## src/rtl/rv_divide_multi.sv

```systemverilog
`default_nettype none
// ============================================================================
//  Module      : rv_divide_multi
//  Description : Iterative restoring divider for RV32M DIV/DIVU/REM/REMU with
//                parameterised width and radix (G_UNROLL steps per clock).
//  Revision    : 1.0 - initial release
// ============================================================================
module rv_divide_multi #(
    parameter int G_WIDTH  = 32,
    parameter int G_UNROLL = 1
) (
    input  logic               clk_i,
    input  logic               rst_n_i,
    input  logic               x_stall_i,
    input  logic               x_kill_i,
    output logic               x_stall_req_o,
    output logic               x_valid_o,
    input  logic               d_valid_i,
    input  logic               d_is_divide_i,
    input  logic [2:0]         d_fun_i,
    input  logic [G_WIDTH-1:0] d_rs1_i,
    input  logic [G_WIDTH-1:0] d_rs2_i,
    output logic [G_WIDTH-1:0] x_rd_o
);

    localparam int c_N_ITER = G_WIDTH / G_UNROLL;
    localparam int c_CNT_W  = (c_N_ITER > 1) ? $clog2(c_N_ITER) : 1;
    localparam logic [c_CNT_W-1:0] c_CNT_LAST = c_CNT_W'(c_N_ITER - 1);
    localparam logic [G_WIDTH-1:0] c_MIN = {1'b1, {(G_WIDTH-1){1'b0}}};

    localparam logic [2:0] c_S_IDLE = 3'd0;
    localparam logic [2:0] c_S_PREP = 3'd1;
    localparam logic [2:0] c_S_ITER = 3'd2;
    localparam logic [2:0] c_S_FIX  = 3'd3;
    localparam logic [2:0] c_S_DONE = 3'd4;

    logic [2:0]         r_state;
    logic [2:0]         w_next_state;
    logic               w_start;

    logic [G_WIDTH-1:0] r_rs1;
    logic [G_WIDTH-1:0] r_rs2;
    logic               r_is_rem;
    logic               r_sgn;
    logic               r_n_sign;
    logic               r_d_sign;
    logic [G_WIDTH-1:0] r_n;
    logic [G_WIDTH-1:0] r_d;
    logic [G_WIDTH-1:0] r_q;
    logic [G_WIDTH-1:0] r_r;
    logic [c_CNT_W-1:0] r_cnt;
    logic               r_special;
    logic [G_WIDTH-1:0] r_spec_val;
    logic [G_WIDTH-1:0] r_rd;

    logic [G_WIDTH-1:0] w_n_abs;
    logic [G_WIDTH-1:0] w_d_abs;
    logic               w_div0;
    logic               w_ovf;
    logic [G_WIDTH-1:0] w_spec_val;
    logic [G_WIDTH-1:0] w_result;

    logic [G_WIDTH:0]   w_rp;
    logic               w_ge;
    logic [G_WIDTH-1:0] w_r_nx;
    logic [G_WIDTH-1:0] w_n_nx;
    logic [G_WIDTH-1:0] w_q_nx;

    // funct3[2] is implied by d_is_divide_i
    logic w_unused_fun2;
    assign w_unused_fun2 = d_fun_i[2];

    assign w_start = d_valid_i & d_is_divide_i & ~x_stall_i & ~x_kill_i;

    assign x_valid_o     = (r_state == c_S_DONE);
    assign x_stall_req_o = ((r_state == c_S_IDLE) & w_start) |
                           (r_state == c_S_PREP) | (r_state == c_S_ITER) |
                           (r_state == c_S_FIX);
    assign x_rd_o        = r_rd;

    // Operand preparation works only on the captured copies
    assign w_n_abs    = r_n_sign ? -r_rs1 : r_rs1;
    assign w_d_abs    = r_d_sign ? -r_rs2 : r_rs2;
    assign w_div0     = (r_rs2 == '0);
    assign w_ovf      = r_sgn & (r_rs1 == c_MIN) & (r_rs2 == '1);
    assign w_spec_val = r_is_rem ? (w_div0 ? r_rs1 : '0)
                                 : (w_div0 ? '1    : c_MIN);
    assign w_result   = r_special ? r_spec_val :
                        r_is_rem  ? (r_n_sign ? -r_r : r_r) :
                                    ((r_n_sign ^ r_d_sign) ? -r_q : r_q);

    // G_UNROLL chained restoring steps; r' < 2d so the low bits of r'-d are exact
    always_comb begin
        w_rp   = '0;
        w_ge   = 1'b0;
        w_r_nx = r_r;
        w_n_nx = r_n;
        w_q_nx = r_q;
        for (int i = 0; i < G_UNROLL; i++) begin
            w_rp   = {w_r_nx, w_n_nx[G_WIDTH-1]};
            w_ge   = (w_rp >= {1'b0, r_d});
            w_r_nx = w_ge ? (w_rp[G_WIDTH-1:0] - r_d) : w_rp[G_WIDTH-1:0];
            w_n_nx = {w_n_nx[G_WIDTH-2:0], 1'b0};
            w_q_nx = {w_q_nx[G_WIDTH-2:0], w_ge};
        end
    end

    always_comb begin
        w_next_state = r_state;
        case (r_state)
            c_S_IDLE: if (w_start) w_next_state = c_S_PREP;
            c_S_PREP: w_next_state = (w_div0 | w_ovf) ? c_S_FIX : c_S_ITER;
            c_S_ITER: if (r_cnt == c_CNT_LAST) w_next_state = c_S_FIX;
            c_S_FIX:  w_next_state = c_S_DONE;
            c_S_DONE: if (!x_stall_i) w_next_state = c_S_IDLE;
            default:  w_next_state = c_S_IDLE;
        endcase
        // Kill outranks everything, including the stall hold in DONE
        if (x_kill_i && (r_state != c_S_IDLE)) w_next_state = c_S_IDLE;
    end

    always_ff @(posedge clk_i or negedge rst_n_i) begin
        if (!rst_n_i) r_state <= c_S_IDLE;
        else          r_state <= w_next_state;
    end

    always_ff @(posedge clk_i or negedge rst_n_i) begin
        if (!rst_n_i) begin
            r_rs1      <= '0;
            r_rs2      <= '0;
            r_is_rem   <= 1'b0;
            r_sgn      <= 1'b0;
            r_n_sign   <= 1'b0;
            r_d_sign   <= 1'b0;
            r_n        <= '0;
            r_d        <= '0;
            r_q        <= '0;
            r_r        <= '0;
            r_cnt      <= '0;
            r_special  <= 1'b0;
            r_spec_val <= '0;
            r_rd       <= '0;
        end else if (!x_kill_i) begin
            case (r_state)
                c_S_IDLE: begin
                    if (w_start) begin
                        r_rs1    <= d_rs1_i;
                        r_rs2    <= d_rs2_i;
                        r_is_rem <= d_fun_i[1];
                        r_sgn    <= ~d_fun_i[0];
                        r_n_sign <= ~d_fun_i[0] & d_rs1_i[G_WIDTH-1];
                        r_d_sign <= ~d_fun_i[0] & d_rs2_i[G_WIDTH-1];
                    end
                end
                c_S_PREP: begin
                    r_n        <= w_n_abs;
                    r_d        <= w_d_abs;
                    r_q        <= '0;
                    r_r        <= '0;
                    r_cnt      <= '0;
                    r_special  <= w_div0 | w_ovf;
                    r_spec_val <= w_spec_val;
                end
                c_S_ITER: begin
                    r_n   <= w_n_nx;
                    r_r   <= w_r_nx;
                    r_q   <= w_q_nx;
                    r_cnt <= r_cnt + 1'b1;
                end
                c_S_FIX: r_rd <= w_result;
                default: ;
            endcase
        end
    end

endmodule
`default_nettype wire

```

## config.mk

```make
export PLATFORM = sky130hd
export DESIGN_NAME = rv_divide_multi
export DESIGN_NICKNAME = d
export VERILOG_FILES = /design/src/rtl/rv_divide_multi.sv
export SDC_FILE = /design/constraint.sdc
export NUM_CORES = 1
export LEC_CHECK = 0
export CAP_MARGIN = 5
export CELL_PAD_IN_SITES_DETAIL_PLACEMENT = 0
export CELL_PAD_IN_SITES_GLOBAL_PLACEMENT = 1
export CORE_MARGIN = 1.5
export CORE_UTILIZATION = 35
export DETAILED_ROUTE_END_ITERATION = 8
export PLACE_DENSITY = 0.65
export SLEW_MARGIN = 5
export SYNTH_ARGS = -nofsm -noshare
export SYNTH_HDL_FRONTEND = slang
export SYNTH_SLANG_ARGS = --single-unit
export TNS_END_PERCENT = 20
```

## constraint.sdc

```tcl
create_clock -name clk_i -period 4.32 [get_ports clk_i]
set_clock_uncertainty 0.1 [all_clocks]
set_input_delay 0.648 -clock clk_i [delete_from_list [all_inputs] [get_ports clk_i]]
set_output_delay 0.648 -clock clk_i [all_outputs]
set_load 0.1 [all_outputs]
```

==> impl_metrics.yaml, run 1 <==
logic_synthesis:
  synth.most_common_cell: "dfrtp_1"
  ys_ff_latch: 269
  synth_common_cells: "dfrtp_1, nand2_1, o21ai_0, xor2_1, nor2_1"
  yosysTopAreaCellShare: 0.4251
  synth_area_leaders: "dfrtp_1, xor2_1, nand2_1, o21ai_0, mux2_2"
  synth_area_mm2: 0.01584
  yosysSeqAreaShare: 0.4251
  synth_edf_count: 0
  ys_types: 67
  synthFlopType: "dfrtp_1"
  synthesis.nets: 1889
  async_flop_share: 1.000
  synth_area_leader_cell: "dfrtp_1"
  synth_cells: 1776
  syn_avg_cell_area_um2: 8.916
  ys_warn_count: 0
power_and_ir_drop:
  p_int_mw: 8.456
  p_clk_frac: 0.174
  power_mw: 16.46
  power_frac_seq: 0.271
  p_per_area_mw_per_mm2: 882.9
  sw_frac_of_total: 0.4862
  combinationalPowerShare: 0.554
  max-vdd-ir-drop_uv: 422.6
  power_leakage_nw: 8.068
  netSwitchingPower_mw: 8.002
cts:
  cts_setup_buffers: 0
  clockBufferDepth: 3
  clock_latency_ns: 0.57
  cts-root-buf: "clkbuf_16"
  cts_buffers: 31
  clock-sinks: 269
  postCtsHoldBufs: 0
  cts_tree: "built"
  htree_levels: 1
  clk_pin_slew_ns: 0.07
  cts_resized: 0
timing:
  finalMaxSlewViolations: 0
  setup_violations: 0
  fin_crit_sh: 0.8215
  finalSetupTns_ns: 0
  hold_violations: 0
  rsz0062_at_grt: "no"
  fmax_mhz: 281.8
  min_period_ns: 3.549
  hold_ws_ns: 0.01335
  maxSlewHeadroom: 0.3298
  worstMarginPinSlew_ns: 1.002
finish:
  drive_gt1_frac: 0.09978
  fill_cells: 4409
  area.growth.synth_to_final_pct: 17.72
  fin_nets: 1943
  post-route-util: 0.4197
  diodes: 0
  fin_cells: 2446
critical_path:
  cp_max_fo: 11
  critical_path_arrival_ns: 3.90
  rr_startpoint: "r_r[2]"
  cp-start-kind: "register"
  cp.required_ns: 4.67
  r2r.worst_path.cells: 10
  setup.worst_path.start: "r_r[2]"
  cp-end-kind: "register"
  crit_type: "register to register"
global_route:
  grt_pass1_wl_um: 73740
  grt_pass1_vias: 12840
  grt_overflow_total: 0
  grt_start_max_net_pins: 105
  grt.total_usage: 0.1989
  antenna_found_initial: 3
place:
  place_congestion: 0.8446
  port-buffer-count: 105
  dp_hpwl_um: 33750
  dpl.cell_count: 2389
die:
  ios: 107
  rows: 77
  dieArea_mm2: 0.04653
  die_h_um: 215.7
  fp.coreArea_mm2: 0.04441
  die_x_um: 215.7
  start_util: 0.3565
detailed_routing:
  drt_iter0_markers: 1018
  drt_pass1_iterations: 5
  vias: 13080
  vias_per_cell: 5.347
  ant_nets: 0
  route.detailed.drc: 0
  drt-total-wl_um: 46510
  wl_per_cell_um: 19.01
min_path:
  min_path_type: "input port to async pin"
run_status:
  status: "complete, no violations"
flow_run:
  maxCapViolCount: 0
-- final timing paths --
path                            slack [ns]   endpoint
worst max-delay path                  0.77     r_r[1]
max in group asynchronous             3.11  r_rs1[20]
min in group clk_i                    0.38    r_d[21]
worst min register to register        0.38    r_d[21]
worst max register to register        0.77     r_r[1]
worst min-delay path                  0.01    r_d[11]
-- cell type report --
type                    instances  area, µm²  area share
clock buffers                  43      890.9     0.04779
clock inverters                14      220.2     0.01181
inverters                      54      202.7     0.01087
multi-input cells            1334       8486      0.4552
flip-flops and latches        269       6735      0.3613
well taps                     592      740.7     0.03973
repair buffers                140       1366     0.07329
-- power groups by stage --
stage          Combinational, mW  Sequential [mW]  Clock, mW
6_report                    9.13             4.46       2.87
5_1_grt                     10.1             4.61       3.05
4_1_cts                     9.15             4.46       2.95
3_5_place_dp                9.11             4.50          0
3_3_place_gp                9.05             4.48          0
2_1_floorplan               6.14             4.81          0
-- cells in the final DEF (no fill, tap or decap), types with 9 or more instances in the layout --
cell type and count:
o21ai_1 70, clkdlybuf4s50_1 103, nor4_1 14, xnor2_1 37, nor2_1 107, nand2b_1 11
a21oi_1 97, o21ai_0 157, o31ai_1 30, or3_1 20, a211oi_1 27, a221o_1 9
xor2_1 110, o211ai_1 31, or4_1 12, mux2_2 68, and3_1 12, dfrtp_1 266
inv_1 53, nor3_1 28, nand2_1 248, a21o_1 12, nand3_1 32, a31oi_1 9
buf_4 32, nand4_1 19, clkbuf_16 31, o41ai_1 12, a22o_1 27, ha_1 39
-- logic make-up (layout without fill, tap and decap cells) --
| logic type | Yosys count | in the layout | share of synthesized area |
|---|---|---|---|
| mux | 73 | 73 | 0.05152 |
| flops | 269 | 269 | 0.4251 |
| simple gates | 539 | 539 | 0.1545 |
| compound gates | 535 | 535 | 0.2141 |
| xor+xnor | 147 | 147 | 0.08131 |
| buf+inv | 173 | 251 | 0.04148 |
| fa+ha+maj | 40 | 40 | 0.03208 |
-- registers in the layout (all words and copies together) (netlist names), 5 cells and up --
register and flops:
r_rs2 32, r_rs1 32, r_n 32, r_q 32, x_rd_o 32, r_cnt 5, r_d 32, r_r 32
r_spec_val 32
-- critical path: stages, from the launching register on --
cell and delay [ns]:
dfrtp_1 0.48, ha_1 0.39, a21o_1 0.20, a21oi_1 0.28, a21oi_1 0.17, o21ai_2 0.23, a31oi_1 0.19, o311a_1 0.54
or2_1 0.30, buf_4 0.19, a311o_1 0.35
-- per-stage QoR --
| stage | setup slack (ns) | area (µm²) |
|---|---|---|
| finish | 0.7711 | 18640 |
| global route | 0.5585 | 18640 |
| CTS | 0.7545 | 18640 |
| detailed placement | 0.7690 | 17530 |
| global placement | 0.7644 | 17530 |
| floorplan | 1.076 | 15840 |
-- metal layers --
metal / vias to the layer above / GRT usage / part of all wire
met5: - / 0 / 0
met4: 0 / 0.04592 / 0.021
met3: 60 / 0.02227 / 0.040
met2: 265 / 0.3163 / 0.46
met1: 6309 / 0.2889 / 0.48
li1: 6444 / - / -
Note: power is estimated with default switching activity, not from simulation.
==> run 2: changes to the inputs <==
--- a/config.mk
+++ b/config.mk
@@ -11,7 +11,7 @@
 export CORE_MARGIN = 1.5
 export CORE_UTILIZATION = 35
 export DETAILED_ROUTE_END_ITERATION = 8
-export PLACE_DENSITY = 0.65
+export PLACE_DENSITY = 0.67
 export SLEW_MARGIN = 5
 export SYNTH_ARGS = -nofsm -noshare
 export SYNTH_HDL_FRONTEND = slang
==> constraint.sdc (replaced) <==
create_clock -name clk_i -period 2.99 [get_ports clk_i]
set_clock_uncertainty 0.1 [all_clocks]
set_input_delay 0.4485 -clock clk_i [delete_from_list [all_inputs] [get_ports clk_i]]
set_output_delay 0.4485 -clock clk_i [all_outputs]
set_load 0.1 [all_outputs]
==> run 2 against run 1 <==
Against the previous run: the flow now finishes with violations (setup timing); sequential power rose by 37%; combinational power rose by 70%; core utilization rose by 2.4 points; worst hold slack improved by 0.24 ns; largest cell class unchanged; highest routed layer unchanged.
==> impl_metrics.yaml, run 2 (same netlist as run 1, synthesis figures left out) <==
critical_path:
  cp.required_ns: 3.35
  cp-end-kind: "register"
  cp-start-kind: "register"
  critical_path_arrival_ns: 3.37
  crit_type: "register to register"
  cp_max_fo: 8
place:
  pre_cts_slack_ns: -0.06320
  place_congestion: 0.8297
  dp_hpwl_um: 34680
  port-buffer-count: 105
timing:
  finalMaxSlewViolations: 0
  fmax_mhz: 333.1
  worstMarginPinSlew_ns: 0.8299
  setup_violations: 2
  min_period_ns: 3.002
  hold_ws_ns: 0.2527
  setup_slack_ns: -0.01180
  rsz0062_at_grt: "yes"
  fin_crit_sh: 1.004
  maxSlewHeadroom: 0.4461
  finalSetupTns_ns: -0.01576
  hold_violations: 0
detailed_routing:
  top_layer: "met4"
  wl_per_cell_um: 18.63
  vias: 13560
  route.detailed.drc: 0
  wl_met2_um: 22090
  ant_nets: 0
  drt_pass1_iterations: 5
  wl_met1_um: 22970
  vias_per_cell: 5.278
  met3_length_um: 1758
  drt-total-wl_um: 47840
  drt_iter0_markers: 964
global_route:
  grt.total_usage: 0.2049
  grt_pass1_vias: 13270
  grt_start_max_net_pins: 92
  antenna_found_initial: 3
  grt_pass1_wl_um: 75900
  grt_overflow_total: 0
finish:
  diodes: 0
  layout_common_cells: "dfrtp_1, nand2_1, buf_4"
  fin_nets: 2065
  area.growth.synth_to_final_pct: 24.42
  layout_commonest_cell: "dfrtp_1"
  post-route-util: 0.4436
  drive_gt1_frac: 0.1933
run_status:
  status: "finished, violations left"
  violations: "setup timing"
die:
  die_x_um: 215.7
  ios: 107
  die_h_um: 215.7
  rows: 77
  start_util: 0.3565
  dieArea_mm2: 0.04653
  fp.coreArea_mm2: 0.04441
cts:
  clock-sinks: 269
  clk_pin_slew_ns: 0.06
  cts_tree: "built"
  cts_buffers: 31
  clock_latency_ns: 0.59
  cts-root-buf: "clkbuf_16"
  htree_levels: 1
  clockBufferDepth: 3
flow_run:
  maxCapViolCount: 0
power_and_ir_drop:
  power_mw: 25.51
  max-vdd-ir-drop_uv: 688.8
  power_leakage_nw: 8.709
  p_per_area_mw_per_mm2: 1295
min_path:
  min_path_type: "input port to async pin"
## run 2: path summary, 6_finish.rpt
| kind | from | end | slack [ns] | depth (start not counted) |
|---|---|---|---|---|
| hold reg to reg | r_d[23] | r_d[23] | 0.38 | 2 |
| hold / removal | rst_n_i | r_q[10] | 0.25 | 2 |
| setup reg to reg | r_r[9] | r_r[9] | -0.01 | 10 |
| setup / recovery | r_r[9] | r_r[9] | -0.01 | 10 |
| min in group clk_i | d_rs1_i[17] | r_rs1[17] | 0.37 | 2 |
| max in group asynchronous | rst_n_i | r_rs2[6] | 1.68 | 3 |
## run 2: final cells by class
class	instances	area, µm²
repair buffers	262	2276
clock inverters	13	127.6
inverters	54	202.7
well taps	592	740.7
multi-input cells	1334	8716
flip-flops and latches	269	6735
clock buffers	44	904.6
fillers	4361	24710
## run 2: repair_timing
item | 4_1_cts | 5_1_grt
hold buffers | 1 | 0
pin swaps | 1 | 16
endpoints found under the hold margin | 33 | 0
setup buffers | 0 | 7
resized for setup | 10 | 39
setup endpoints to repair | 19 | 45
## run 2: where the power goes
group	internal (mW)	leakage, nW	switching (mW)
sequential	4.85	3.51	1.25
clock	2.27	0.510	1.60
combinational	6.19	4.69	9.35
total	13.3	8.71	12.2
## run 2: routing by layer
metal / global-route usage / vias to the layer above
li1: - / 6697
met1: 0.2950 / 6552
met4: 0.05385 / 0
met3: 0.01875 / 55
met5: 0 / -
met2: 0.3293 / 251
## run 2: worst max-delay path, stage by stage (launching register included)
cell     delay, ns
dfrtp_1       0.43
ha_4          0.24
a21o_1        0.19
and3_1        0.14
a211o_1       0.29
o21ai_4       0.22
a31oi_4       0.13
o311a_4       0.41
buf_6         0.15
or3_4         0.35
a32o_1        0.25
## run 2: per-stage QoR
stage               std cells  area, µm²
floorplan                1776      15860
global placement         2503      18380
detailed placement       2503      18380
CTS                      2561      19470
global route             2568      19700
finish                   2568      19700
